===== src/rtl/wave_meter_pkg.sv =====
`default_nettype none
// ============================================================================
// Module      : wave_meter_pkg
// Description : Shared definitions for the wave_meter block. Holds the default
//               sample width, the power-up threshold midpoint and the encoding
//               of the hysteresis crossing state machine.
// Revision    : 1.0 - initial release
// ============================================================================
package wave_meter_pkg;

    localparam int DATA_W_DEF = 8;
    localparam int MID_RESET  = 128;

    // ARM: no history yet, the first valid sample decides LOW or HIGH
    typedef enum logic [1:0] {
        CROSS_ARM  = 2'd0,
        CROSS_LOW  = 2'd1,
        CROSS_HIGH = 2'd2
    } cross_state_e;

endpackage : wave_meter_pkg
`default_nettype wire


===== src/rtl/hyst_crossing_detector.sv =====
`default_nettype none
// ============================================================================
// Module      : hyst_crossing_detector
// Description : Rising threshold-crossing detector with a hysteresis band of
//               +/-HYST around a programmable midpoint. Thresholds saturate at
//               the ends of the sample range.
// Ports       : clk     - rising-edge clock
//               rst_n   - asynchronous active-low reset (state -> ARM)
//               sample  - unsigned sample
//               valid   - sample is valid; the FSM only advances when set
//               mid     - midpoint threshold
//               restart - force the FSM back to ARM on the next edge
//               rise    - one-cycle pulse on a LOW->HIGH transition
// Revision    : 1.0 - initial release
// ============================================================================
module hyst_crossing_detector
    import wave_meter_pkg::*;
#(
    parameter int DATA_W = DATA_W_DEF,
    parameter int HYST   = 8
) (
    input  logic              clk,
    input  logic              rst_n,
    input  logic [DATA_W-1:0] sample,
    input  logic              valid,
    input  logic [DATA_W-1:0] mid,
    input  logic              restart,
    output logic              rise
);

    localparam logic [DATA_W:0] HYST_EXT = (DATA_W+1)'(HYST);

    cross_state_e      state_q, state_d;
    logic [DATA_W:0]   hi_sum;
    logic [DATA_W:0]   lo_diff;
    logic [DATA_W-1:0] hi;
    logic [DATA_W-1:0] lo;

    // One extra bit catches overflow of mid+HYST and borrow of mid-HYST
    always_comb begin
        hi_sum  = {1'b0, mid} + HYST_EXT;
        lo_diff = {1'b0, mid} - HYST_EXT;
        hi      = hi_sum[DATA_W]  ? '1 : hi_sum[DATA_W-1:0];
        lo      = lo_diff[DATA_W] ? '0 : lo_diff[DATA_W-1:0];
    end

    always_comb begin
        state_d = state_q;
        rise    = 1'b0;
        if (valid) begin
            case (state_q)
                CROSS_ARM:  state_d = (sample >= mid) ? CROSS_HIGH : CROSS_LOW;
                CROSS_LOW: begin
                    if (sample >= hi) begin
                        state_d = CROSS_HIGH;
                        rise    = 1'b1;
                    end
                end
                CROSS_HIGH: begin
                    if (sample <= lo) begin
                        state_d = CROSS_LOW;
                    end
                end
                default:    state_d = CROSS_ARM;
            endcase
        end
        if (restart) begin
            state_d = CROSS_ARM;
        end
    end

    always_ff @(posedge clk or negedge rst_n) begin
        if (!rst_n) begin
            state_q <= CROSS_ARM;
        end else begin
            state_q <= state_d;
        end
    end

endmodule : hyst_crossing_detector
`default_nettype wire


===== src/rtl/wave_meter.sv =====
`default_nettype none
// ============================================================================
// Module      : wave_meter
// Description : Measures an unsigned sampled waveform over a fixed gate window:
//               counts rising hysteresis crossings and tracks min/max, then
//               latches freq_count, vmax, vmin and vpp at the window end.
// Ports       : sys_clk      - rising-edge clock
//               reset        - asynchronous active-low reset
//               sample_in    - waveform sample (unsigned)
//               sample_valid - sample_in valid this cycle
//               freq_count   - rising crossings in the last completed window
//               vmax / vmin  - extreme samples of the last window
//               vpp          - vmax - vmin
//               meas_valid   - one-cycle pulse when the outputs update
//               signal_lost  - last window had zero crossings
// Revision    : 1.0 - initial release
// ============================================================================
module wave_meter
    import wave_meter_pkg::*;
#(
    parameter int DATA_W      = DATA_W_DEF,
    parameter int CNT_W       = 24,
    parameter int GATE_CYCLES = 1000000,
    parameter int HYST        = 8
) (
    input  logic              sys_clk,
    input  logic              reset,
    input  logic [DATA_W-1:0] sample_in,
    input  logic              sample_valid,
    output logic [CNT_W-1:0]  freq_count,
    output logic [DATA_W-1:0] vmax,
    output logic [DATA_W-1:0] vmin,
    output logic [DATA_W-1:0] vpp,
    output logic              meas_valid,
    output logic              signal_lost
);

    localparam int                GATE_W    = $clog2(GATE_CYCLES);
    localparam logic [GATE_W-1:0] GATE_LAST = GATE_W'(GATE_CYCLES - 1);
    localparam logic [DATA_W-1:0] MID_INIT  = (DATA_W == DATA_W_DEF) ? DATA_W'(MID_RESET)
                                                                     : {1'b1, {(DATA_W-1){1'b0}}};

    logic [GATE_W-1:0] gate_q, gate_d;
    logic [DATA_W-1:0] mid_q, mid_d;
    logic [DATA_W-1:0] run_max_q, run_max_d;
    logic [DATA_W-1:0] run_min_q, run_min_d;
    logic [CNT_W-1:0]  edge_cnt_q, edge_cnt_d;
    logic              seen_q, seen_d;
    logic [CNT_W-1:0]  freq_count_q, freq_count_d;
    logic [DATA_W-1:0] vmax_q, vmax_d;
    logic [DATA_W-1:0] vmin_q, vmin_d;
    logic [DATA_W-1:0] vpp_q, vpp_d;
    logic              meas_valid_q, meas_valid_d;
    logic              signal_lost_q, signal_lost_d;

    logic              tc;
    logic              rise;
    logic              restart;
    logic [DATA_W-1:0] max_upd;
    logic [DATA_W-1:0] min_upd;
    logic [CNT_W-1:0]  cnt_upd;
    logic              seen_upd;
    logic [DATA_W:0]   mid_sum;

    hyst_crossing_detector #(
        .DATA_W (DATA_W),
        .HYST   (HYST)
    ) u_cross (
        .clk     (sys_clk),
        .rst_n   (reset),
        .sample  (sample_in),
        .valid   (sample_valid),
        .mid     (mid_q),
        .restart (restart),
        .rise    (rise)
    );

    // *_upd include the current sample so the terminal-cycle sample lands in
    // the closing window's results.
    always_comb begin
        tc       = (gate_q == GATE_LAST);
        max_upd  = (sample_valid && (sample_in > run_max_q)) ? sample_in : run_max_q;
        min_upd  = (sample_valid && (sample_in < run_min_q)) ? sample_in : run_min_q;
        cnt_upd  = (rise && (edge_cnt_q != '1)) ? edge_cnt_q + CNT_W'(1) : edge_cnt_q;
        seen_upd = seen_q | sample_valid;
        mid_sum  = {1'b0, max_upd} + {1'b0, min_upd};
        restart  = tc && !seen_upd;
    end

    always_comb begin
        gate_d        = tc ? '0 : gate_q + GATE_W'(1);
        mid_d         = mid_q;
        run_max_d     = max_upd;
        run_min_d     = min_upd;
        edge_cnt_d    = cnt_upd;
        seen_d        = seen_upd;
        freq_count_d  = freq_count_q;
        vmax_d        = vmax_q;
        vmin_d        = vmin_q;
        vpp_d         = vpp_q;
        meas_valid_d  = tc;
        signal_lost_d = signal_lost_q;
        if (tc) begin
            freq_count_d  = cnt_upd;
            signal_lost_d = (cnt_upd == '0);
            run_max_d     = '0;
            run_min_d     = '1;
            edge_cnt_d    = '0;
            seen_d        = 1'b0;
            if (seen_upd) begin
                vmax_d = max_upd;
                vmin_d = min_upd;
                vpp_d  = max_upd - min_upd;
                mid_d  = mid_sum[DATA_W:1];
            end else begin
                vmax_d = '0;
                vmin_d = '0;
                vpp_d  = '0;
                mid_d  = MID_INIT;
            end
        end
    end

    always_ff @(posedge sys_clk or negedge reset) begin
        if (!reset) begin
            gate_q        <= '0;
            mid_q         <= MID_INIT;
            run_max_q     <= '0;
            run_min_q     <= '1;
            edge_cnt_q    <= '0;
            seen_q        <= 1'b0;
            freq_count_q  <= '0;
            vmax_q        <= '0;
            vmin_q        <= '0;
            vpp_q         <= '0;
            meas_valid_q  <= 1'b0;
            signal_lost_q <= 1'b0;
        end else begin
            gate_q        <= gate_d;
            mid_q         <= mid_d;
            run_max_q     <= run_max_d;
            run_min_q     <= run_min_d;
            edge_cnt_q    <= edge_cnt_d;
            seen_q        <= seen_d;
            freq_count_q  <= freq_count_d;
            vmax_q        <= vmax_d;
            vmin_q        <= vmin_d;
            vpp_q         <= vpp_d;
            meas_valid_q  <= meas_valid_d;
            signal_lost_q <= signal_lost_d;
        end
    end

    assign freq_count  = freq_count_q;
    assign vmax        = vmax_q;
    assign vmin        = vmin_q;
    assign vpp         = vpp_q;
    assign meas_valid  = meas_valid_q;
    assign signal_lost = signal_lost_q;

endmodule : wave_meter
`default_nettype wire


===== config.mk =====
export PLATFORM = sky130hd
export DESIGN_NAME = wave_meter
export DESIGN_NICKNAME = d
export VERILOG_FILES = /design/src/rtl/wave_meter_pkg.sv /design/src/rtl/hyst_crossing_detector.sv /design/src/rtl/wave_meter.sv
export SDC_FILE = /design/constraint.sdc
export NUM_CORES = 1
export LEC_CHECK = 0
export BUFFER_PORTS_ARGS = -buffer_cell sky130_fd_sc_hd__buf_4
export CAP_MARGIN = 20
export CORE_MARGIN = 4
export CORE_UTILIZATION = 56
export CTS_BUF_LIST = sky130_fd_sc_hd__clkbuf_2 sky130_fd_sc_hd__clkbuf_4 sky130_fd_sc_hd__clkbuf_8
export CTS_CLUSTER_SIZE = 10
export DETAILED_ROUTE_END_ITERATION = 7
export PLACE_DENSITY_LB_ADDON = 0.25
export REMOVE_ABC_BUFFERS = 1
export SLEW_MARGIN = 20
export SYNTH_ARGS = -nofsm -noshare
export SYNTH_HDL_FRONTEND = slang
export SYNTH_SLANG_ARGS = --single-unit

===== constraint.sdc =====
create_clock -name sys_clk -period 4 [get_ports sys_clk]
set_clock_uncertainty 0.05 [all_clocks]
set_input_delay 1.2 -clock sys_clk [delete_from_list [all_inputs] [get_ports sys_clk]]
set_output_delay 1.2 -clock sys_clk [all_outputs]
set_load 0.03 [all_outputs]

# After elaboration in Yosys (flattened, before gate mapping)

Index checks and enable logic that the tools add are counted.

Flip-flop bits (word level): 121
Input bits: 11
Output and inout bits: 50
Word-level logic and storage cells: 63

Add/subtract/negate cells: 6
Order comparisons: 5
Equality and inequality tests: 6
Multiplexer cells: 23
Bitwise operators: 1
Reduce and logical (&&, ||, !) cells: 9

Operator list:

| cell                  | count |
|---|---|
| $mux 8                | 10 |
| $mux 24               | 2 |
| $add 24x1->24 const B | 1 |
| $logic_not 24->1      | 1 |
| $ne 24x24->1 const B  | 1 |
| $add 20x1->20 const B | 1 |
| $eq 20x20->1 const B  | 1 |
| $mux 20               | 1 |
| $ge 8x8->1            | 2 |
| $mux 2                | 5 |
| $add 8x4->9 const B   | 1 |
| $add 8x8->9           | 1 |
| $sub 8x4->9 const B   | 1 |
| $gt 8x8->1            | 1 |
| $le 8x8->1            | 1 |
| $lt 8x8->1            | 1 |
| $sub 8x8->8           | 1 |
| $ne 3x2->1 const B    | 2 |
| $pmux 2 s3            | 1 |
| $logic_and 1x1->1     | 4 |
| $mux 1                | 4 |
| $reduce_and 3->1      | 1 |
| $eq 2x1->1 const B    | 1 |
| $eq 2x2->1 const B    | 1 |
| other kinds (4)       | 4 |

# Longest topological paths before layout

Depth after elaboration: 9
Depth in mapped cells: 23
Gate-level depth less buffers: 22

# By module

A second synthesis with hierarchy kept.

Cell total of the unflattened synthesis: 742
Area, all modules: 6964.2 um^2

By module, submodules not included:

| module                 | times used | cells each | area an instance (um^2) | sequential area each (um^2) |
|---|---|---|---|---|
| wave_meter             | 1          | 625        | 6064.6                  | 2989.1 |
| hyst_crossing_detector | 1          | 117        | 899.6                   | 50.0 |

# Worst setup path before layout

OpenSTA, ideal clock, no wires.

Path kind: input port to flip-flop
Start: input port sample_in[1]
End: register mid_q[7]
Setup time: 0.093 ns
Data arrival time: 4.406 ns
Required time: 3.857 ns
Path slack: -0.549 ns
Cell stages on the path: 22
Path buffers: 1
Cells stage by stage: ha_1 nor2b_1 o21ai_0 nand2b_1 a21oi_1 o21ai_0 o211a_1 clkbuf_1 mux2i_1 inv_1 ha_1 inv_1 fa_1 inv_1 a21oi_1 nor2_1 o21ai_0 nand2b_1 a21oi_1 o21bai_1 a2111oi_0 a21oi_1

Longest elaborated chain between the ends: 5
Elaborated cells between the ends (all ways): 8
Classes of those cells: 1 x add/sub; 2 x order compare; 3 x mux; 2 x reduce/logical

RTL lines:

| item                                            | RTL line                           | source |
|---|---|---|
| start, declared                                 | wave_meter.sv:28                   | `input logic [DATA_W-1:0] sample_in,` |
| $gt 8x8->1 / $lt 8x8->1 (equally long branches) | wave_meter.sv:82, wave_meter.sv:83 |  |
| $logic_and 1x1->1, on equally long branches     | wave_meter.sv:82, wave_meter.sv:83 |  |
| $mux 8, on equally long branches                | wave_meter.sv:82, wave_meter.sv:83 |  |
| $add 8x8->9 *                                   | wave_meter.sv:86                   | `mid_sum = {1'b0, max_upd} + {1'b0, min_upd};` |
| $mux 8 *                                        | wave_meter.sv:110                  | `if (seen_upd) begin` |
| end signal, assigned                            | wave_meter.sv:140                  | `mid_q <= mid_d;` |
| end, declared                                   | wave_meter.sv:44                   | `logic [DATA_W-1:0] mid_q, mid_d;` |

Mark *: on every way between the ends. The rest lies on a longest branch, timed or not.
A chain may end at the register's enable or synchronous reset.

# Worst setup path after layout

Ends and elaborated chain as after synthesis.

==> impl_metrics.env <==
export IMPL_status="finished with violations"
export IMPL_violations="setup timing"
export IMPL_hold_depth=2
export IMPL_worstRegToRegCells=22
export IMPL_cp_arrival_ns=4.43
export IMPL_crit_path_start="sample_in[1]"
export IMPL_vias=5986
export IMPL_seq_power_share=0.283
export IMPL_synth_cell_type_count=54
export IMPL_h_tree_depth=4
export IMPL_drtAntennaViolNets=0
export IMPL_cts_made_buffers=17
export IMPL_cts_root_buffer="clkbuf_8"
export IMPL_routabilityCongestion=0.965
export IMPL_hold_buffers=0
export IMPL_hold_viol=0
export IMPL_cpPeakStageDelay_ns=0.38
export IMPL_rrSetupSlack_ns=0.14
export IMPL_rows=40
export IMPL_ys_flop_type="dfrtp_1"
export IMPL_fp_dieH_um=120
export IMPL_die_area_um2=14300
export IMPL_p_int_mw=3.43
export IMPL_drc_errors=0
export IMPL_fmaxAchievable_ghz=0.243
export IMPL_wl_per_cell_um=16.9
export IMPL_die_x_um=120
export IMPL_cts_tree="done"
export IMPL_worstSetupEndpointType="flop"
export IMPL_maxCapViolCount=0
export IMPL_min_path_type="reg2reg"
export IMPL_met2_usage=0.434
export IMPL_drt_wl_total_um=18200
export IMPL_async_reset_ff_frac=1.00
export IMPL_critical_path_required_ns=4.31
export IMPL_p_leak_nw=4.43
export IMPL_initial_core_util=0.577
export IMPL_grt_pass1_vias=6092
export IMPL_cp_slowest_cell="a2111oi_2"
export IMPL_power_share_switching=0.349
export IMPL_p_comb_frac=0.498
export IMPL_worstMarginPinSlew_ns=0.831
export IMPL_ys_ff_latch=121
export IMPL_busiest_layer="met2"
export IMPL_finalSetupTns_ns=-0.278
export IMPL_grt_pass1_wl_um=29900
export IMPL_synthCells=749
export IMPL_design_area_um2=8930
export IMPL_slew_headroom=0.442
export IMPL_use_met1=0.334
export IMPL_clockBufferDepth=2
export IMPL_drive_above_1_share=0.276
export IMPL_path_clk_slew_ns=0.07
export IMPL_critPathLaunchType="input pin"
export IMPL_crit_path_end="mid_q[7]"
export IMPL_hpwl_um=13100
export IMPL_rsz0062_at_grt="yes"
export IMPL_clk_latency_ns=0.44
export IMPL_grt_antenna_before_repair=0
export IMPL_vias_per_cell=5.54
export IMPL_synth_edf_count=0
export IMPL_period_share=1.03
export IMPL_setup_violations=4
export IMPL_crit_path_max_fanout=3
export IMPL_post_dp_cell_area_um2=8190
export IMPL_firstDrtPassIters=5
export IMPL_synth_area_um2=6990
export IMPL_yosysSeqAreaShare=0.435
export IMPL_drt_iter0_drc=317
export IMPL_grt_max_degree=65
export IMPL_crit_path_frequent_cell="a21oi_2"
export IMPL_synth_avg_cell_area_um2=9.33
export IMPL_coreArea_um2=12100
export IMPL_final_min_clock_period_ns=4.12
export IMPL_gr_total_overflow=0
export IMPL_slew_viol_final=0
export IMPL_p_switching_mw=1.84
export IMPL_port_buffers=60
export IMPL_track_usage=0.262
export IMPL_nets=970
export IMPL_fin_ws_ns=-0.124
export IMPL_r2r_end="mid_q[7]"
export IMPL_r2r_start="run_min_q[1]"
export IMPL_path_cells="buf_8 > ha_4 > a21o_1 > a21o_1 > a21oi_2 > nor2b_1 > o21ai_1 > a21oi_2 > mux2i_2 > inv_1 > ha_2 > inv_2 > fa_2 > inv_2 > a21oi_2 > nor2_1 > o21ai_2 > nand2b_1 > a21oi_2 > o21bai_1 > a2111oi_2 > a21oi_1"
export IMPL_area_delta_synth_final_pct=27.8
export IMPL_pin_count=61
export IMPL_clockPowerShare=0.220
export IMPL_utilization=0.737
export IMPL_diodes=0
export IMPL_p_per_area_nw_per_um2=591
export IMPL_peakVddDrop_mv=0.358
export IMPL_clock_sinks=121
export IMPL_met3_usage=0.0598
export IMPL_ys_warn_count=0
export IMPL_criticalPathCategory="in2reg"
[cell type report]
type	count	area, um2
clock inverters	6	85.1
fillers	858	3180
inverters	53	201
clock buffers	26	345
flip-flops and latches	121	3040
well taps	168	210
repair buffers	157	1220
multi-input cells	549	3830
[worst max-delay path, delay by kind of cell]
kind / cells / cell delay [ns]
AO/OA/AOI/OAI: 11 / 1.80
buffers and inverters: 4 / 0.32
multiplexers: 1 / 0.25
adder cells (fa/ha/maj): 3 / 0.63
AND/OR/NAND/NOR: 3 / 0.23
[per-layer routing]
layer / wire length, um / vias up
met5: 0 / -
met4: 491 / 0
met2: 9080 / 159
met3: 929 / 38
met1: 7740 / 2948
li1: - / 2841
[cells by family after synthesis]
group / share of synthesized area
flops: 0.435
fa+ha+maj: 0.110
simple gates: 0.197
compound gates: 0.107
xor+xnor: 0.0754
mux: 0.0315
buf+inv: 0.0453
[power by group through the flow]
stage	Combinational [mW]	Sequential [mW]	Clock, mW
6_report	2.63	1.49	1.16
5_1_grt	2.84	1.50	1.24
4_1_cts	2.25	1.47	1.18
3_5_place_dp	2.10	1.49	0
3_3_place_gp	2.01	1.48	0
2_1_floorplan	1.18	1.44	0
[synth_stat cells (10+ instances only)]
cell type,number,area (um2)
a21oi_1,26,130
dfrtp_1,112,2800
nor2_1,72,270
nand4_1,21,131
nand3_1,31,155
ha_1,58,726
xnor2_1,30,263
nand2_1,96,360
mux2i_1,22,220
and3_1,12,75.1
nand2b_1,10,62.6
nor3_1,10,50.1
inv_1,53,199
xor2_1,27,236
clkbuf_1,20,75.1
o21ai_0,59,295
[flip-flops by register name, summed over array words and instances, names as in the netlist]
signal and cells:
edge_cnt_q 24, freq_count 24, gate_q 20, meas_valid 1
mid_q 8, run_max_q 8, run_min_q 8, seen_q 1
signal_lost 1, u_cross.state_q 2, vmax 8, vmin 8
vpp 8
[layout by cell type (no fill, tap or decap), drive strengths merged, types with 4 or more instances in the layout]
master	netlist	final
buf	6	157
dfrtp	112	112
nand2	97	97
nor2	72	72
o21ai	60	60
ha	58	58
inv	53	53
nand3	32	32
xnor2	31	31
xor2	27	27
a21oi	27	27
clkbuf	20	26
mux2i	22	22
nand4	21	21
and3	13	13
nand2b	11	11
nor3	10	10
dfstp	9	9
a21o	8	8
or2	8	8
o21bai	7	7
nor2b	6	6
o21a	5	5
and4	4	4
[repair_timing]
| action | CTS | global route |
|---|---|---|
| endpoints found under the setup margin | 5 | 8 |
| resized for setup | 18 | 37 |
| buffers inserted | 4 | 9 |
| hold endpoints to repair | 0 | 0 |
| pin swaps | 12 | 29 |
[per-stage QoR]
stage	setup WS (ns)	cells	total power, mW	hold WS, ns
after floorplan	-0.589	723	2.62	0.397
after global placement	-0.550	1036	3.49	0.403
after detailed placement	-0.848	1036	3.59	0.411
after CTS	-0.00816	1072	4.90	0.428
after global routing	-0.315	1080	5.58	0.443
final	-0.124	1080	5.27	0.429
[how the worst min path moves through the flow]
stage / from / endpoint
final: vpp[0] / vpp[0]
after detailed placement: vpp[0] / vpp[0]
after global routing: vpp[4] / vpp[4]
after global placement: vpp[0] / vpp[0]
after CTS: vpp[0] / vpp[0]
after floorplan: gate_q[0] / gate_q[0]
No activity file was read; power rests on OpenSTA's default activity.
